==> config.mk <==
export PLATFORM = sky130hd
export DESIGN_NAME = ex_mem_pipe_reg
export DESIGN_NICKNAME = d
export VERILOG_FILES = /design/src/rtl/ex_mem_pipe_reg.sv
export SDC_FILE = /design/constraint.sdc
export NUM_CORES = 1
export LEC_CHECK = 0
export CAP_MARGIN = 0
export CORE_ASPECT_RATIO = 1.1
export CORE_MARGIN = 1
export CORE_UTILIZATION = 29
export DETAILED_ROUTE_END_ITERATION = 6
export PLACE_DENSITY = 0.52
export SLEW_MARGIN = 30
export SYNTH_ARGS = -nofsm -noshare
export SYNTH_HDL_FRONTEND = slang
export SYNTH_SLANG_ARGS = --single-unit
==> constraint.sdc <==
create_clock -name clk -period 5.5 [get_ports clk]
set_input_delay 1.1 -clock clk [delete_from_list [all_inputs] [get_ports clk]]
set_output_delay 1.1 -clock clk [all_outputs]
set_load 0.05 [all_outputs]
==> src/rtl/ex_mem_pipe_reg.sv <==
// ex_mem_pipe_reg
// ----------------
// EX->MEM pipeline boundary register. It carries the execute-stage result
// bundle (rd, store data, ALU/CFU result, pc+4, LSU op, write-back controls)
// to the memory stage under a valid/ready handshake.
//
// SKID=1 builds a 2-entry skid buffer. in_ready comes straight from a flop,
//        so the upstream ready path has no combinational logic.
// SKID=0 builds a single register. in_ready = ~out_valid | out_ready.
//
// Ports:
//   clk, arst_n        clock; asynchronous active-low reset
//   flush              drops all held entries and any same-cycle input transfer
//   in_valid/in_ready  upstream handshake
//   in_*               execute-stage bundle
//   out_valid/out_ready downstream handshake
//   out_*              registered bundle (the main entry)
//   occupancy          number of held entries (0..2)

module ex_mem_pipe_reg #(
    parameter int unsigned XLEN    = 32,
    parameter int unsigned LSUOP_W = 4,
    parameter int unsigned SKID    = 1
) (
    input  logic               clk,
    input  logic               arst_n,
    input  logic               flush,

    input  logic               in_valid,
    output logic               in_ready,
    input  logic [4:0]         in_rd,
    input  logic [XLEN-1:0]    in_opr_b,
    input  logic [XLEN-1:0]    in_opr_res,
    input  logic [XLEN-1:0]    in_pc4,
    input  logic [LSUOP_W-1:0] in_lsuop,
    input  logic               in_rf_en,
    input  logic               in_dm_en,
    input  logic [1:0]         in_wb_sel,

    output logic               out_valid,
    input  logic               out_ready,
    output logic [4:0]         out_rd,
    output logic [XLEN-1:0]    out_opr_b,
    output logic [XLEN-1:0]    out_opr_res,
    output logic [XLEN-1:0]    out_pc4,
    output logic [LSUOP_W-1:0] out_lsuop,
    output logic               out_rf_en,
    output logic               out_dm_en,
    output logic [1:0]         out_wb_sel,

    output logic [1:0]         occupancy
);

    typedef struct packed {
        logic [4:0]         rd;
        logic [XLEN-1:0]    opr_b;
        logic [XLEN-1:0]    opr_res;
        logic [XLEN-1:0]    pc4;
        logic [LSUOP_W-1:0] lsuop;
        logic               rf_en;
        logic               dm_en;
        logic [1:0]         wb_sel;
    } bundle_t;

    bundle_t in_bundle;
    bundle_t main_q, main_d;
    bundle_t skid_q, skid_d;
    logic    main_valid_q, main_valid_d;
    logic    skid_valid_q, skid_valid_d;
    logic    in_ready_q, in_ready_d;
    logic    xfer_in, xfer_out;

    assign in_bundle = '{rd:      in_rd,
                         opr_b:   in_opr_b,
                         opr_res: in_opr_res,
                         pc4:     in_pc4,
                         lsuop:   in_lsuop,
                         rf_en:   in_rf_en,
                         dm_en:   in_dm_en,
                         wb_sel:  in_wb_sel};

    assign in_ready = (SKID != 0) ? in_ready_q : (~main_valid_q | out_ready);
    assign xfer_in  = in_valid & in_ready;
    assign xfer_out = main_valid_q & out_ready;

    always_comb begin
        // NOTE: every signal gets its hold value first so that no path through
        // the branches below leaves one unassigned and infers a latch.
        main_valid_d = main_valid_q;
        skid_valid_d = skid_valid_q;
        main_d       = main_q;
        skid_d       = skid_q;

        if (flush) begin
            // Flush wins: a same-cycle input is dropped, payloads are left alone.
            main_valid_d = 1'b0;
            skid_valid_d = 1'b0;
        end else if (SKID == 0) begin
            if (xfer_in) begin
                main_d       = in_bundle;
                main_valid_d = 1'b1;
            end else if (xfer_out) begin
                main_valid_d = 1'b0;
            end
        end else begin
            unique case ({main_valid_q, skid_valid_q})
                2'b00: begin
                    if (xfer_in) begin
                        main_d       = in_bundle;
                        main_valid_d = 1'b1;
                    end
                end
                2'b10: begin
                    if (xfer_in && xfer_out) begin
                        main_d = in_bundle;
                    end else if (xfer_in) begin
                        // Downstream stalled: park the new bundle behind main.
                        skid_d       = in_bundle;
                        skid_valid_d = 1'b1;
                    end else if (xfer_out) begin
                        main_valid_d = 1'b0;
                    end
                end
                2'b11: begin
                    // in_ready is low here, so only a drain can happen.
                    if (xfer_out) begin
                        main_d       = skid_q;
                        skid_valid_d = 1'b0;
                    end
                end
                default: begin
                    // {0,1} is unreachable; hold.
                end
            endcase
        end

        // Registered ready: next cycle we can accept iff the skid slot is free.
        in_ready_d = ~skid_valid_d;
    end

    // NOTE: sequential state uses non-blocking assignments so every flop
    // samples the pre-edge values regardless of statement order.
    always_ff @(posedge clk or negedge arst_n) begin
        if (!arst_n) begin
            main_valid_q <= 1'b0;
            skid_valid_q <= 1'b0;
            in_ready_q   <= 1'b1;
            // NOTE: payloads are reset too, so out_* reads as 0 after reset
            // and no stale bundle survives an asynchronous reset.
            main_q       <= '0;
            skid_q       <= '0;
        end else begin
            main_valid_q <= main_valid_d;
            skid_valid_q <= skid_valid_d;
            in_ready_q   <= in_ready_d;
            main_q       <= main_d;
            skid_q       <= skid_d;
        end
    end

    assign out_valid   = main_valid_q;
    assign out_rd      = main_q.rd;
    assign out_opr_b   = main_q.opr_b;
    assign out_opr_res = main_q.opr_res;
    assign out_pc4     = main_q.pc4;
    assign out_lsuop   = main_q.lsuop;
    assign out_rf_en   = main_q.rf_en;
    assign out_dm_en   = main_q.dm_en;
    assign out_wb_sel  = main_q.wb_sel;

    assign occupancy = {1'b0, main_valid_q} + {1'b0, skid_valid_q};

endmodule

Word-level counts from Yosys, hierarchy flattened
Index checks and enable logic that the tools add are counted.
- flip-flop bits (word level): 221
- bits of input ports: 114
- output and inout port bits: 113
- word-level logic and storage cells: 56
- add/subtract/negate cells: 1
- equal/unequal tests: 9
- muxes and demuxes: 15
- bitwise logic cells: 5
- reduce and logical (&&, ||, !) cells: 7
- operators with widths (cell ; count):
    $mux 109 ; 3
    $pmux 109 s3 ; 1
    $ne 3x3->1 const B ; 4
    $reduce_and 5->1 ; 2
    $mux 1 ; 9
    $ne 2x2->1 const B ; 3
    $reduce_bool 3->1 ; 2
    $eq 2x2->1 const B ; 2
    $pmux 1 s2 ; 2
    $reduce_and 4->1 ; 1
    $not 1->1 ; 3
    $add 1x1->2 ; 1
    $and 1x1->1 ; 2
    $logic_not 2->1 ; 1
    $logic_and 1x1->1 ; 1

Depth between registers and ports, before layout
- word-level depth: 6
- gate-level depth with buffers: 7
- mapped depth without buffers: 5

Worst setup path before layout
Ideal clock, no wire load.
- path type: register to register
- start point: register main_valid_q (netlist: out_valid)
- end point: register main_q, in the netlist out_pc4[19]
- library setup time: 125 ps
- arrival: 3003 ps
- data required time: 5375 ps
- path slack: 2373 ps
- stages on the path, launching flop included: 7
- path buffers: 3
- period minus slack after synthesis: 3127 ps
- cells stage by stage: dfrtp_1 ha_1 clkbuf_1 clkbuf_1 clkbuf_1 mux2_2 mux2_2
- word-level cells in the longest chain between the ends: 4
- elaborated cells between the ends (all ways): 11
- classes of those cells: 5 x eq/ne; 1 x mux; 1 x bitwise; 4 x reduce/logical
- ends and longest elaborated chain (item ; RTL line ; text):
    start: declaration ; 68 ; logic main_valid_q, main_valid_d;
    start signal: assignment ; 153 ; main_valid_q <= main_valid_d;
    $and 1x1->1 ; 84 ; assign xfer_out = main_valid_q & out_ready;
    $logic_and 1x1->1 ; 114 ; if (xfer_in && xfer_out) begin
    $ne 2x2->1 (no line) ; - ;
    $reduce_and 5->1 (no line) ; - ;
    end signal: assignment ; 156 ; main_q <= main_d;
    end: declaration ; 66 ; bundle_t main_q, main_d;
Parallel ways exist; a longest one is shown, timed or not.
A chain may end at the register's enable or synchronous reset.

Final worst setup path
- start point: register main_valid_q (netlist: out_valid)
- end point: output occupancy[0]
- word-level cells in the longest chain between the ends: 1
- ends and longest elaborated chain (item ; RTL line ; text):
    $add 1x1->2 ; 171 ; assign occupancy = {1'b0, main_valid_q} + {1'b0, skid_valid_q};
    end: declaration ; 51 ; output logic [1:0] occupancy
No other way between the ends.

==> impl_metrics.tcl <==
set metrics [dict create \
    rows 69 \
    tns_ns 0 \
    wire_per_inst_um 17.2 \
    drc_errors 0 \
    place_ws_ns 1.95 \
    fmax_ghz 0.289 \
    cts_resized 0 \
    synth-simple-area-share_pct 0.314 \
    dieArea_mm2 0.0337 \
    vias 5747 \
    setup_viol 0 \
    fin_crit_sh_pct 62.9 \
    worst_pin_slew_ns 0.851 \
    place.gp.congestion 0.709 \
    slew_viol_final 0 \
    final_common_cell "mux2_2" \
    ys_seq_area_share_pct 57.9 \
    critPathMaxFanout 10 \
    clockBufferDepth 3 \
    numCtsBuffers 27 \
    synth_compound_area_share_pct 1.15 \
    setup.worst_path.class "reg2out" \
    finalClockSkew_ns 0.0125 \
    p_total_mw 6.14 \
    end_kind "output pin" \
    antenna_left 0 \
    peakVddDrop_v 0.000273 \
    rsz0062_at_grt "false" \
    coreArea_mm2 0.0324 \
    post_cts_buffers 0 \
    grt-ovfl-total 0 \
    worstPathArrival_ns 2.36 \
    hold_buffers 0 \
    dp.cells 1230 \
    timing.hold.ws_ns 0.499 \
    finalHoldViolations 0 \
    syn_nets 723 \
    fin_crit_ns 3.46 \
    synth.ff_latch_count 221 \
    grt_pass1_wl_mm 35.2 \
    hpwl_mm 13.3 \
    synthXorXnorAreaFrac_pct 0 \
    final_nets 951 \
    antenna_found_initial 4 \
    die_y_um 192 \
    area_growth_pct 37.4 \
    clock_sinks 221 \
    powerDensity_mw_per_mm2 468 \
    grt_pass1_vias 6244 \
    pin_count 227 \
    firstDrtPassIters 4 \
    htreeDepth 1 \
    nFillCells 3047 \
    cp_slowest_cell "clkdlybuf4s50_1" \
    cp-start-kind "flop" \
    clk_pin_slew_ns 0.06 \
    portBuffers 226 \
    grtUsageTotal_pct 13.2 \
    syn_area_mm2 0.00956 \
    worst_slack_ns 2.04 \
    routed_wl_mm 21.9 \
    synth.area.mux_share_pct 38.5 \
    status "finished, final reports clean" \
    drt_iter0_drc 171 \
    initial_core_util_pct 29.5 \
    synth_adder_area_share_pct 0.523 \
    cp_num_buf_inv 2 \
    cp_cell_sequence "inv_1 -> ha_1 -> clkdlybuf4s50_1" \
    synth_cell_types 18 \
    synth-warning-count 0 \
    cts-root-buf "clkbuf_16" \
    layout_common_cells "mux2_2 (327), clkdlybuf4s50_1 (225), dfrtp_1 (220)" \
    slew_headroom_pct 43.3 \
    hold_class "reg2reg" \
    synth_area_per_cell_um2 15.8 \
    worstSkewPairLatency_ns 0.54 \
    die_w_um 175 \
    vias_per_cell 4.50 \
    critical-path-max-stage-delay_ns 0.80 \
    syn_inst 605 \
    max-cap-violations 0 \
    drive_gt1_share_pct 44.4 \
    grt_max_degree 123 \
    cp_top_family "buffers and inverters" \
    leakagePower_nw 5.25 \
    cts_tree "yes" \
    crit_required_ns 4.40 \
    fin_cells 1276 \
    synth_top_family_by_area "multiplexers" \
]
final timing paths:
kind	startpoint	end	slack, ns	cells past startpoint
min in group asynchronous	arst_n	skid_q[34]	0.57	1
worst max register to register	out_valid	out_opr_res[19]	2.45	5
worst min register to register	skid_q[43]	skid_q[43]	0.50	1
worst max-delay path	out_valid	occupancy[0]	2.04	3
max in group asynchronous	arst_n	skid_q[53]	3.75	2
worst min-delay path	skid_q[43]	skid_q[43]	0.50	1
sequential cells by signal, summed over array words and instances (netlist names):
signal and cells:
out_wb_sel 2, skid_q 109, out_rf_en 1, out_opr_res 32, out_pc4 32, skid_valid_q 1, out_valid 1, out_rd 5
out_lsuop 4, out_dm_en 1, in_ready 1, out_opr_b 32
area by class of cell:
class | instances | area, um2 | share of cell area (%)
clock buffer | 43 | 816 | 6.21
clock inverter | 2 | 17.5 | 0.133
inverter | 3 | 11.3 | 0.0857
sequential | 221 | 5530 | 42.1
antenna | 1 | 2.50 | 0.0190
tap | 426 | 533 | 4.06
multi-input combinational | 347 | 3880 | 29.6
timing repair buffer | 233 | 2340 | 17.8
cells in the mapped netlist:
cell	n	area share [%]
clkbuf_1	21	0.82
a2111oi_4	2	0.58
and4b_1	1	0.10
o21ai_0	3	0.16
a21o_1	1	0.079
buf_2	12	0.63
dfrtp_1	220	58
ha_1	4	0.52
dfstp_2	1	0.27
or2_2	1	0.065
nand2_1	2	0.079
nand4_1	1	0.065
a211oi_1	1	0.079
buf_4	1	0.079
mux2_2	327	39
a21boi_0	2	0.16
a21oi_1	2	0.10
inv_1	3	0.12
per-layer routing:
layer | global-route usage [%] | vias up | wire (um)
li1 | - | 2649 | -
met1 | 16.4 | 2915 | 9420
met2 | 21.3 | 152 | 10100
met3 | 5.38 | 27 | 2070
met4 | 2.88 | 4 | 260
met5 | 0 | - | 25
cell families (layout without fill, tap and decap cells):
kind of cell | after synthesis | after routing
mux | 327 | 327
buf+inv | 37 | 281
flops | 221 | 221
other cells | 0 | 1
simple gates | 5 | 5
fa+ha+maj | 4 | 4
compound gates | 11 | 11
through the flow:
step / utilization [%] / cell area, um2
3_3_place_gp: 38.0 / 12300
4_1_cts: 40.6 / 13100
3_5_place_dp: 38.0 / 12300
2_1_floorplan: - / 9560
5_1_grt: 40.6 / 13100
6_report: 40.6 / 13100
power breakdown:
group | switching (mW) | total (mW) | internal (mW)
Combinational | 1.15 | 2.05 | 0.894
Clock | 0.679 | 1.68 | 1.00
Sequential | 0.249 | 2.42 | 2.17
Total | 2.08 | 6.14 | 4.06
Power figures use the tool's default switching activity.
